[src/rtl/ps2_key_tracker_if.sv]
// Scan-byte input and decoded-event output handshake of the PS/2 key tracker.
// The tracker attaches through the slave modport.
interface ps2_key_tracker_if;
    logic       in_valid;
    logic [7:0] in_data;
    logic       out_valid;
    logic       out_ready;
    logic [7:0] out_key;
    logic       out_ext;
    logic       out_make;

    modport master (
        output in_valid, in_data, out_ready,
        input  out_valid, out_key, out_ext, out_make
    );

    modport slave (
        input  in_valid, in_data, out_ready,
        output out_valid, out_key, out_ext, out_make
    );
endinterface

[src/rtl/ps2_key_tracker.sv]
// PS/2 scan-code decoder: make/break/E0 sequencing, held-key tracking, press counting
// and an event FIFO with a valid/ready output.
module ps2_key_tracker #(
    parameter int unsigned COUNT_W      = 8,
    parameter int unsigned FIFO_DEPTH   = 8,
    parameter bit          COUNT_REPEAT = 1'b0
) (
    input  logic                        clk,
    input  logic                        rst,
    ps2_key_tracker_if.slave            bus,
    output logic [$clog2(FIFO_DEPTH):0] fifo_level,
    output logic                        overflow,
    output logic [7:0]                  key,
    output logic                        is_ext,
    output logic                        is_press,
    output logic [COUNT_W-1:0]          count
);

    localparam int unsigned AW = $clog2(FIFO_DEPTH);
    localparam int unsigned LW = AW + 1;

    typedef enum logic [1:0] {StIdle, StExt, StBrk, StExtBrk} state_e;

    state_e             state_q, state_d;
    logic [7:0]         key_q, key_d;
    logic               is_ext_q, is_ext_d;
    logic [COUNT_W-1:0] count_q, count_d;
    logic [AW-1:0]      wr_ptr_q, rd_ptr_q;
    logic [LW-1:0]      level_q, level_d;
    logic               overflow_q;
    logic [9:0]         mem [FIFO_DEPTH];

    logic ev_valid, ev_make, ev_ext, held_match;
    logic push, pop, full, push_ok, drop;

    // Byte-level decode; an event is any non-prefix, non-reset code.
    always_comb begin
        state_d  = state_q;
        ev_valid = 1'b0;
        ev_make  = (state_q == StIdle) || (state_q == StExt);
        ev_ext   = (state_q == StExt) || (state_q == StExtBrk);
        if (bus.in_valid) begin
            if (bus.in_data == 8'h00 || bus.in_data == 8'hFF) begin
                state_d = StIdle;
            end else if (bus.in_data == 8'hE0) begin
                state_d = StExt;
            end else if (bus.in_data == 8'hF0) begin
                state_d = ev_ext ? StExtBrk : StBrk;
            end else begin
                ev_valid = 1'b1;
                state_d  = StIdle;
            end
        end
    end

    assign held_match = (key_q == bus.in_data) && (is_ext_q == ev_ext);

    always_comb begin
        key_d    = key_q;
        is_ext_d = is_ext_q;
        count_d  = count_q;
        push     = 1'b0;
        if (ev_valid) begin
            if (ev_make) begin
                if (!held_match) begin
                    key_d    = bus.in_data;
                    is_ext_d = ev_ext;
                    count_d  = count_q + COUNT_W'(1);
                    push     = 1'b1;
                end else if (COUNT_REPEAT) begin
                    count_d = count_q + COUNT_W'(1);
                    push    = 1'b1;
                end
            end else begin
                push = 1'b1;
                if (held_match) begin
                    key_d    = 8'h00;
                    is_ext_d = 1'b0;
                end
            end
        end
    end

    // A pop frees the slot a same-cycle push needs, so full only blocks an unpaired push.
    assign full    = (level_q == LW'(FIFO_DEPTH));
    assign pop     = bus.out_valid && bus.out_ready;
    assign push_ok = push && (!full || pop);
    assign drop    = push && full && !pop;

    always_comb begin
        level_d = level_q;
        if (push_ok && !pop) begin
            level_d = level_q + LW'(1);
        end else if (pop && !push_ok) begin
            level_d = level_q - LW'(1);
        end
    end

    always_ff @(posedge clk) begin
        if (!rst) begin
            state_q    <= StIdle;
            key_q      <= 8'h00;
            is_ext_q   <= 1'b0;
            count_q    <= '0;
            wr_ptr_q   <= '0;
            rd_ptr_q   <= '0;
            level_q    <= '0;
            overflow_q <= 1'b0;
        end else begin
            state_q  <= state_d;
            key_q    <= key_d;
            is_ext_q <= is_ext_d;
            count_q  <= count_d;
            level_q  <= level_d;
            if (push_ok) begin
                wr_ptr_q <= wr_ptr_q + AW'(1);
            end
            if (pop) begin
                rd_ptr_q <= rd_ptr_q + AW'(1);
            end
            if (drop) begin
                overflow_q <= 1'b1;
            end
        end
    end

    always_ff @(posedge clk) begin
        if (rst && push_ok) begin
            mem[wr_ptr_q] <= {ev_make, ev_ext, bus.in_data};
        end
    end

    assign bus.out_valid = (level_q != '0);
    assign bus.out_key   = mem[rd_ptr_q][7:0];
    assign bus.out_ext   = mem[rd_ptr_q][8];
    assign bus.out_make  = mem[rd_ptr_q][9];

    assign fifo_level = level_q;
    assign overflow   = overflow_q;
    assign key        = key_q;
    assign is_ext     = is_ext_q;
    assign is_press   = (key_q != 8'h00);
    assign count      = count_q;

endmodule

[src/flat_wrapper.sv]
// flat-port wrapper written by rule: the top's interface ports become plain ports
module ps2_key_tracker_flat 
#(
    parameter int unsigned COUNT_W      = 8,
    parameter int unsigned FIFO_DEPTH   = 8,
    parameter bit          COUNT_REPEAT = 1'b0
)
  (clk, rst, fifo_level, overflow, key, is_ext, is_press, count, bus_in_valid, bus_in_data, bus_out_ready, bus_out_valid, bus_out_key, bus_out_ext, bus_out_make);
  ps2_key_tracker_if bus_i ();
  input  logic clk;
  input  logic rst;
  output logic [$clog2(FIFO_DEPTH):0] fifo_level;
  output logic overflow;
  output logic [7:0] key;
  output logic is_ext;
  output logic is_press;
  output logic [COUNT_W-1:0] count;
  input wire logic [$bits(bus_i.in_valid)-1:0] bus_in_valid;
  input wire logic [$bits(bus_i.in_data)-1:0] bus_in_data;
  input wire logic [$bits(bus_i.out_ready)-1:0] bus_out_ready;
  output wire logic [$bits(bus_i.out_valid)-1:0] bus_out_valid;
  output wire logic [$bits(bus_i.out_key)-1:0] bus_out_key;
  output wire logic [$bits(bus_i.out_ext)-1:0] bus_out_ext;
  output wire logic [$bits(bus_i.out_make)-1:0] bus_out_make;
  assign bus_i.in_valid = bus_in_valid;
  assign bus_i.in_data = bus_in_data;
  assign bus_i.out_ready = bus_out_ready;
  assign bus_out_valid = bus_i.out_valid;
  assign bus_out_key = bus_i.out_key;
  assign bus_out_ext = bus_i.out_ext;
  assign bus_out_make = bus_i.out_make;
  ps2_key_tracker #(.COUNT_W(COUNT_W), .FIFO_DEPTH(FIFO_DEPTH), .COUNT_REPEAT(COUNT_REPEAT)) u_core (.clk(clk), .rst(rst), .bus(bus_i), .fifo_level(fifo_level), .overflow(overflow), .key(key), .is_ext(is_ext), .is_press(is_press), .count(count));
endmodule
[config.mk]
export PLATFORM = sky130hd
export DESIGN_NAME = ps2_key_tracker_flat
export DESIGN_NICKNAME = d
export VERILOG_FILES = /design/src/rtl/ps2_key_tracker_if.sv /design/src/rtl/ps2_key_tracker.sv /design/src/flat_wrapper.sv
export SDC_FILE = /design/constraint.sdc
export NUM_CORES = 1
export LEC_CHECK = 0
export ABC_AREA = 1
export CAP_MARGIN = 20
export CORE_MARGIN = 8
export CORE_UTILIZATION = 40
export CTS_CLUSTER_SIZE = 10
export DETAILED_ROUTE_END_ITERATION = 8
export GPL_TIMING_DRIVEN = 0
export PLACE_DENSITY = 0.55
export SLEW_MARGIN = 20
export SYNTH_ARGS = -nofsm -noshare
export SYNTH_HDL_FRONTEND = slang
export SYNTH_SLANG_ARGS = --single-unit
[constraint.sdc]
create_clock -name clk -period 9.2 [get_ports clk]
set_input_delay 2.76 -clock clk [delete_from_list [all_inputs] [get_ports clk]]
set_output_delay 2.76 -clock clk [all_outputs]
set_load 0.05 [all_outputs]
==> flow_summary.toml, run 1 <==
[worst_hold_path]
min_path_type = "flip-flop to flip-flop"

[global_routing]
grt_max_degree = 17
grtUsageTotal = 0.154
grt_overflow = 0
antenna_found_initial = 0
grt_pass1_vias = 3712
grt_pass1_wl_mm = 19.0

[timing]
post-route-min-period_ns = 5.65
finalHoldViolCount = 0
hold_slack_ns = 0.443
tightest_slew_ns = 1.03
setup_viol = 0
slew_viol_final = 0
finalClockSkew_ns = 0.00943
max_freq_mhz = 177
rsz0062_at_grt = "false"
setup_slack_ns = 3.55
fin_tns_setup_ns = 0
period_share = 0.614
relSlewSlack = 0.311

[drt]
via_per_inst = 5.05
first_pass_iters = 5
routedWlPerCell_um = 16.8
vias = 3603
drtIter0Drc = 273
wl_mm = 12.0
ant_nets = 0
drc = 0

[cts]
cts_resized = 0
cts_hold_buf = 0
root_buffer = "clkbuf_16"
cts_sinks = 113
htreeDepth = 4
cts_tree = "built"
cts_buffer_depth = 2
clk_latency_ns = 0.41
post-cts-setup-buffers = 0
cts_made_buffers = 17
path_clk_slew_ns = 0.05

[floorplanning]
die_x_um = 127
num_rows = 40
dieHeight_um = 127
start_util = 0.409
io_pins = 46
fp.dieArea_mm2 = 0.0161
coreArea_mm2 = 0.0120

[layout]
final_common_cell = "nor2_1"
antenna_cells = 0
layout-drive-gt1-share = 0.0811
final_util = 0.513
area_delta_synth_final_pct = 25.4
seq_area_mm2 = 0.00306
fillers = 1120
multi_input_area_mm2 = 0.00163
final_nets = 575
final_cell_count_no_fill = 714
layout_common_cells = "nor2_1, edfxtp_1, nand2_1, o21ai_0, clkdlybuf4s50_1"

[critical_path]
endpoint_kind = "output port"
cp.required_ns = 6.44
crit_fanout = 10
start_kind = "flip-flop"
setup.worst_path.class = "flip-flop to output port"
cp_data_arrival_time_ns = 2.89

[logic_synthesis]
synthTopCellsByArea = "edfxtp_1, dfxtp_1, nor2_1"
syn_avg_cell_area_um2 = 10.0
synth_xor_area_frac = 0.0267
synthAdderAreaFrac = 0.0244
yosys_warnings = 0
synth_top_area_frac = 0.489
synth_compound_area_frac = 0.102
syn-num-nets = 511
yosysUniqueCellTypes = 35
synth-seq-cells = 113
synthArstFlopShare = 0
yosysTopAreaCell = "edfxtp_1"
synth_cells = 490
synth.area.mux_share = 0
synth_edf_count = 80
synth_top_family_by_area = "simple AND/OR/NAND/NOR gates"
ys.flop_type = "edfxtp_1"
syn_area_mm2 = 0.00492
yosys.area_share.simple = 0.178
yosysSeqAreaShare = 0.623

[power_and_ir_drop]
p_leak_nw = 2.30
ir_drop_mv = 0.123
power_density_mw_per_mm2 = 291

[placed_design]
dp_hpwl_mm = 7.93
place_inst = 682
gp_congestion = 0.793
place_ws_ns = 3.10
port_buffers = 45

[job]
drv_cap = 0

[run_status]
status = "complete, no violations"
==> cells by family (layout without fill, tap and decap cells) <==
kind of cell               count (synthesis)  count (layout)
DFF                                      113             113
adders and majority gates                  9               9
AOI/OAI and AO/OA                         93              93
and+or+nand+nor                          203             203
xor gates and xnor gates                  15              15
buffers and inverters                     57             134
==> registers in the layout, indices dropped and copies added (netlist names), named ones only <==
name	cells
u_core.rd_ptr_q	3
u_core.wr_ptr_q	3
u_core.fifo_level	4
u_core.state_q	2
u_core.overflow	1
u_core.key	8
u_core.mem	80
u_core.is_ext	1
u_core.count	8
==> through the flow <==
stage / instance area, um2 / power [W]
2_1_floorplan: 4920 / 0.000956
3_3_place_gp: 5550 / 0.00112
3_5_place_dp: 5550 / 0.00113
4_1_cts: 6170 / 0.00181
5_1_grt: 6170 / 0.00188
6_report: 6170 / 0.00180
==> synth_stat cells (5+ instances only) <==
master,number
nand2_1,51
nand3_1,14
inv_2,5
ha_1,8
a31oi_1,10
dfxtp_1,33
o21ai_0,46
clkbuf_1,17
nand4_1,8
nor2_1,113
inv_1,31
o22ai_1,10
xnor2_1,5
a21oi_1,20
edfxtp_1,80
xor2_1,10
==> power by group <==
group          switching (W)  internal [W]  total [W]  leakage [nW]
logic               0.000351      0.000161   0.000512          1.01
registers          0.0000252      0.000576   0.000601         0.983
clock network       0.000224      0.000460   0.000684         0.302
==> layer usage <==
metal  routed length [um]  vias to the layer above  global-route usage
met3                  779                       22              0.0511
met2                 5670                      100               0.259
met1                 5240                     1673               0.176
li1                     -                     1808                   -
met4                  279                        0              0.0651
met5                    0                        -                   0
==> cell type report <==
type                       count  share of cell area
sequential                   113               0.497
multi-input combinational    320               0.264
clock buffer                  22              0.0736
timing repair buffer          45              0.0730
tap                          147              0.0298
clock inverter                10              0.0262
inverter                      36              0.0219
buffer                        21              0.0148
==> path summary, 6_finish.rpt <==
check / from / endpoint / slack (ns) / cells past startpoint
hold / removal: u_core.rd_ptr_q[2] / u_core.rd_ptr_q[2] / 0.44 / 1
setup / recovery: flip-flop / bus_out_key[0] / 3.55 / 6
hold reg to reg: u_core.rd_ptr_q[2] / u_core.rd_ptr_q[2] / 0.44 / 1
setup reg to reg: u_core.state_q[0] / u_core.fifo_level[3] / 6.35 / 20
==> critical path, cell delays in order (launching register included) <==
cell             delay [ns]
dfxtp_1                0.44
clkbuf_1               0.42
o21ai_0                0.17
o22ai_1                0.29
nor2_1                 0.08
a31oi_1                0.22
clkdlybuf4s50_1        0.85
(Power assumes the default switching activity.)
==> run 2: changes to the inputs <==
--- a/config.mk
+++ b/config.mk
@@ -12,7 +12,7 @@
 export CTS_CLUSTER_SIZE = 10
 export DETAILED_ROUTE_END_ITERATION = 8
 export GPL_TIMING_DRIVEN = 0
-export PLACE_DENSITY = 0.55
+export PLACE_DENSITY = 0.57
 export SLEW_MARGIN = 20
 export SYNTH_ARGS = -nofsm -noshare
 export SYNTH_HDL_FRONTEND = slang
==> constraint.sdc (replaced) <==
create_clock -name clk -period 5.1 [get_ports clk]
set_input_delay 1.53 -clock clk [delete_from_list [all_inputs] [get_ports clk]]
set_output_delay 1.53 -clock clk [all_outputs]
set_load 0.05 [all_outputs]
==> run 2 against run 1 <==
Compared with the run above:
- setup slack lost 2.9 ns
- largest power group unchanged
- largest cell class unchanged
- design area grew 0.89%
- routed wire length up 0.69%
==> flow_summary.toml, run 2 (synthesis gave the netlist of run 1 again) <==
[drt]
vias = 3618
wl_mm = 12.1
ant_nets = 0
drc = 0
routedWlPerCell_um = 16.9
via_per_inst = 5.07
drtIter0Drc = 226
first_pass_iters = 5

[timing]
tightest_slew_ns = 0.998
rsz0062_at_grt = "false"
max_freq_mhz = 226
setup_viol = 0
hold_slack_ns = 0.447
fin_tns_setup_ns = 0
post-route-min-period_ns = 4.43
slew_viol_final = 0
finalHoldViolCount = 0
period_share = 0.868
finalClockSkew_ns = 0.00603
relSlewSlack = 0.332
setup_slack_ns = 0.674

[critical_path]
crit_slowest_cell = "clkdlybuf4s50_1"
cp_cell_sequence = "clkdlybuf4s50_1 -> xnor2_1 -> nand2_1 -> nor3_1 -> nand4_1 -> inv_1 -> ha_1 -> inv_1 -> nand3_2 -> inv_2 -> ha_1 -> inv_1 -> ha_1 -> a21o_1 -> a21oi_1 -> nor2_1 -> nor2_1 -> nand2_1 -> nand2_1 -> nand2_1 -> nor2_1"
crit_fanout = 12
setup.worst_path.class = "input pin to flip-flop"
max_stage_delay_ns = 0.88
cp.required_ns = 5.45
endpoint_kind = "flip-flop"
cp_common_cell = "nand2_1"
cp_data_arrival_time_ns = 4.78
start_kind = "input pin"

[placed_design]
place_ws_ns = 0.236
gp_congestion = 0.786
dp_hpwl_mm = 7.91
port_buffers = 45

[layout]
area_delta_synth_final_pct = 26.5
fillers = 1108
layout_common_cells = "nor2_1, edfxtp_1, nand2_1, o21ai_0, clkdlybuf4s50_1"
antenna_cells = 0
multi_input_area_mm2 = 0.00163
largest-register = "u_core.mem"
final_nets = 575
seq_area_mm2 = 0.00306
largest_reg_flops = 80
layout-drive-gt1-share = 0.0864
final_common_cell = "nor2_1"

[cts]
cts_made_buffers = 17
cts_resized = 0
cts_sinks = 113
cts_tree = "built"
path_clk_slew_ns = 0.05
cts_hold_buf = 0
clk_latency_ns = 0.41
cts_buffer_depth = 2
root_buffer = "clkbuf_16"
post-cts-setup-buffers = 0
htreeDepth = 4

[floorplanning]
coreArea_mm2 = 0.0120
num_rows = 40
die_x_um = 127
start_util = 0.409
fp.dieArea_mm2 = 0.0161
io_pins = 46
dieHeight_um = 127

[power_and_ir_drop]
p_total_w = 0.00335
pwr-share-clk = 0.400
p_sw_w = 0.00108
p_comb_frac = 0.276
p_leak_nw = 2.32
switching_share = 0.323
power_density_mw_per_mm2 = 538
seqPwrFrac = 0.324
ir_drop_mv = 0.211
internal_power_w = 0.00227

[global_routing]
grt_pass1_wl_mm = 19.0
antenna_found_initial = 0
grt_pass1_vias = 3679
grt_max_degree = 17
grtUsageTotal = 0.155
grt_overflow = 0

[worst_hold_path]
min_path_type = "flip-flop to flip-flop"

[job]
drv_cap = 0

[run_status]
status = "complete, no violations"
-- run 2: cell count changes in the layout (fill, tap and decap cells not counted), sizes merged --
cell	before	now
bufinv	4	6
clkinv	6	4
clkbuf	39	38
clkinvlp	0	1
-- run 2: final timing paths --
kind	startpoint	endpoint	slack, ns	cells past startpoint
setup reg to reg	u_core.state_q[0]	u_core.fifo_level[3]	2.29	20
hold / removal	u_core.rd_ptr_q[2]	flip-flop	0.45	1
hold reg to reg	u_core.rd_ptr_q[2]	flip-flop	0.45	1
setup / recovery	bus_in_data[4]	u_core.fifo_level[3]	0.67	21
-- run 2: critical path, delay by kind of cell --
family	cells	cell delay, ns
buffers and inverters	5	1.21
and+or+nand+nor	10	0.90
adders and majority gates	3	0.59
AOI/OAI and AO/OA	2	0.34
xor gates and xnor gates	1	0.20
-- run 2: metal layers --
metal  routed length, um  global-route usage  vias to the layer above
li1                    -                   -                     1810
met1                5480               0.184                     1702
met2                5690               0.244                      100
met3                 793              0.0587                        6
met4                  88              0.0707                        0
met5                   0                   0                        -
-- run 2: power by group through the flow --
| stage | logic [W] | registers [W] | clock network [W] |
|---|---|---|---|
| 6_report | 0.000924 | 0.00109 | 0.00134 |
| 5_1_grt | 0.00100 | 0.00109 | 0.00139 |
| 4_1_cts | 0.000926 | 0.00109 | 0.00135 |
| 3_5_place_dp | 0.000922 | 0.00110 | 0 |
| 3_3_place_gp | 0.000913 | 0.00110 | 0 |
| 2_1_floorplan | 0.000554 | 0.00117 | 0 |
-- run 2: through the flow --
step,area (um2),cells,utilization
floorplan,4920,490,-
global placement,5550,682,0.462
detailed placement,5550,682,0.462
CTS,6220,714,0.518
global route,6220,714,0.518
finish,6220,714,0.518
-- run 2: final cells by class --
cell class | count | share of cell area
multi-input cells | 320 | 0.262
clock buffers | 21 | 0.0740
flip-flops and latches | 113 | 0.492
plain buffers | 21 | 0.0147
repair buffers | 45 | 0.0724
inverters | 36 | 0.0217
clock inverters | 11 | 0.0334
well taps | 147 | 0.0296
==> run 3: changes to the inputs <==
--- a/config.mk
+++ b/config.mk
@@ -13,6 +13,7 @@
 export DETAILED_ROUTE_END_ITERATION = 8
 export GPL_TIMING_DRIVEN = 0
 export PLACE_DENSITY = 0.57
+export REMOVE_ABC_BUFFERS = 1
 export SLEW_MARGIN = 20
 export SYNTH_ARGS = -nofsm -noshare
 export SYNTH_HDL_FRONTEND = slang
==> run 3 against run 2 <==
Compared with the run above:
- total power fell by 6.4%
- clock power decreased by 14%
- die area is the same
- register-to-register slack got worse by 0.16 ns
- flip-flop and latch count stayed put
- combinational power shrank 6.0%
- critical path depth is 16 lower
- utilization is 1.2 points lower
- first-iteration DRC count decreased by 7.5%
- sequential share of layout area rose by 1.2 points
- clock skew grew 0.0039 ns
- largest cell class unchanged
- count of clock-buffer cells in the layout decreased by 2
==> flow_summary.toml, run 3 (synthesis gave the netlist of run 1 again) <==
[job]
drv_cap = 0

[cts]
cts_hold_buf = 0
clk_latency_ns = 0.41
cts_tree = "built"
cts_made_buffers = 17
root_buffer = "clkbuf_16"
post-cts-setup-buffers = 0
cts_resized = 0
cts_buffer_depth = 2
htreeDepth = 4
path_clk_slew_ns = 0.05
cts_sinks = 113

[drt]
drc = 0
ant_nets = 0
via_per_inst = 5.11
wl_mm = 11.0
drtIter0Drc = 209
first_pass_iters = 4
routedWlPerCell_um = 15.8
vias = 3544

[placed_design]
gp_congestion = 0.779
dp_hpwl_mm = 6.82
port_buffers = 45
place_area_mm2 = 0.00550

[layout]
largest_reg_flops = 80
final_nets = 555
largest-register = "u_core.mem"
layout-drive-gt1-share = 0.0914
area_delta_synth_final_pct = 23.6
layout_common_cells = "nor2_1, edfxtp_1, nand2_1, o21ai_0, clkdlybuf4s50_1"
design_area_mm2 = 0.00608
final_common_cell = "nor2_1"
antenna_cells = 0

[floorplanning]
num_rows = 40
start_util = 0.409
io_pins = 46
dieHeight_um = 127
fp.dieArea_mm2 = 0.0161
die_x_um = 127
coreArea_mm2 = 0.0120

[critical_path]
r2r_start = "u_core.state_q[0]"
cp_cell_sequence = "inv_1 -> nor2_1 -> o21ai_0 -> a31oi_1 -> clkdlybuf4s50_1"
endpoint_kind = "output port"
crit_slowest_cell = "dfxtp_1"
worstReg2RegEnd = "u_core.fifo_level[3]"
cp_data_arrival_time_ns = 3.29
setup.worst_path.class = "flip-flop to output port"
crit_fanout = 21
max_stage_delay_ns = 0.87
start_kind = "flip-flop"
endpoint = "bus_out_make"
reg2reg_depth = 20
r2r_setup_slack_ns = 2.13
cp.required_ns = 3.57

[timing]
tightest_slew_ns = 1.06
fin_tns_setup_ns = 0
period_share = 0.945
rsz0062_at_grt = "false"
finalHoldViolCount = 0
finalClockSkew_ns = 0.00993
setup_viol = 0
relSlewSlack = 0.289
slew_viol_final = 0
max_freq_mhz = 207
post-route-min-period_ns = 4.82

[power_and_ir_drop]
power_density_mw_per_mm2 = 516
ir_drop_mv = 0.250
p_leak_nw = 2.26

[worst_hold_path]
min_path_type = "flip-flop to flip-flop"
hold-path-cell-count = 1

[global_routing]
antenna_found_initial = 0
grt_pass1_vias = 3453
grt_max_degree = 41
grt_pass1_wl_mm = 17.7
grtUsageTotal = 0.142
grt_overflow = 0

[run_status]
status = "complete, no violations"
## run 3: cell types whose count changed in the layout (fill, tap and decap cells not counted), sizes merged
| cell | delta |
|---|---|
| buf | -3 |
| bufinv | -3 |
| clkbuf | -19 |
| clkinv | +4 |
| clkinvlp | +1 |
## run 3: layout make-up
class | count | area (um2)
Clock inverter | 13 | 144
Timing Repair Buffer | 46 | 478
Inverter | 36 | 135
Sequential cell | 113 | 3060
Fill cell | 1124 | 5940
Multi-Input combinational cell | 320 | 1640
Tap cell | 147 | 184
Clock buffer | 19 | 433
## run 3: worst min path at each step
stage / startpoint / slack [ns] / end
floorplan: u_core.rd_ptr_q[2] / 0.41 / flip-flop
global placement: u_core.rd_ptr_q[2] / 0.43 / u_core.rd_ptr_q[2]
detailed placement: u_core.rd_ptr_q[2] / 0.45 / flip-flop
CTS: u_core.rd_ptr_q[2] / 0.46 / u_core.rd_ptr_q[2]
global route: u_core.overflow / 0.50 / u_core.overflow
finish: u_core.rd_ptr_q[2] / 0.46 / flip-flop
## run 3: routing by layer
layer,track usage,vias to the layer above,wire length [um]
met5,0,-,0
li1,-,1767,-
met1,0.170,1704,4980
met4,0.0574,0,123
met2,0.224,66,5320
met3,0.0561,7,562
## run 3: metrics by stage
step                      setup slack (ns)  power, W  hold slack, ns  std cells  utilization
after floorplan                       1.43   0.00171           0.412        469            -
after global placement               0.180   0.00198           0.434        661        0.455
after detailed placement             0.322   0.00201           0.446        662        0.458
after CTS                            0.213   0.00317           0.459        694        0.506
after global routing                0.0433   0.00329           0.496        694        0.506
final                                0.280   0.00314           0.459        694        0.506
## run 3: critical path, delay by kind of cell (launching register included)
| kind | cells | cell delay [ns] |
|---|---|---|
| AO/OA/AOI/OAI | 2 | 0.35 |
| AND/OR/NAND/NOR | 1 | 0.20 |
| flip-flops | 1 | 0.87 |
| buffers and inverters | 2 | 1.45 |
## run 3: report_power, final
part           total (W)  internal [W]  switching (W)
registers        0.00111       0.00104      0.0000730
logic           0.000869      0.000290       0.000578
clock network    0.00115      0.000757       0.000397
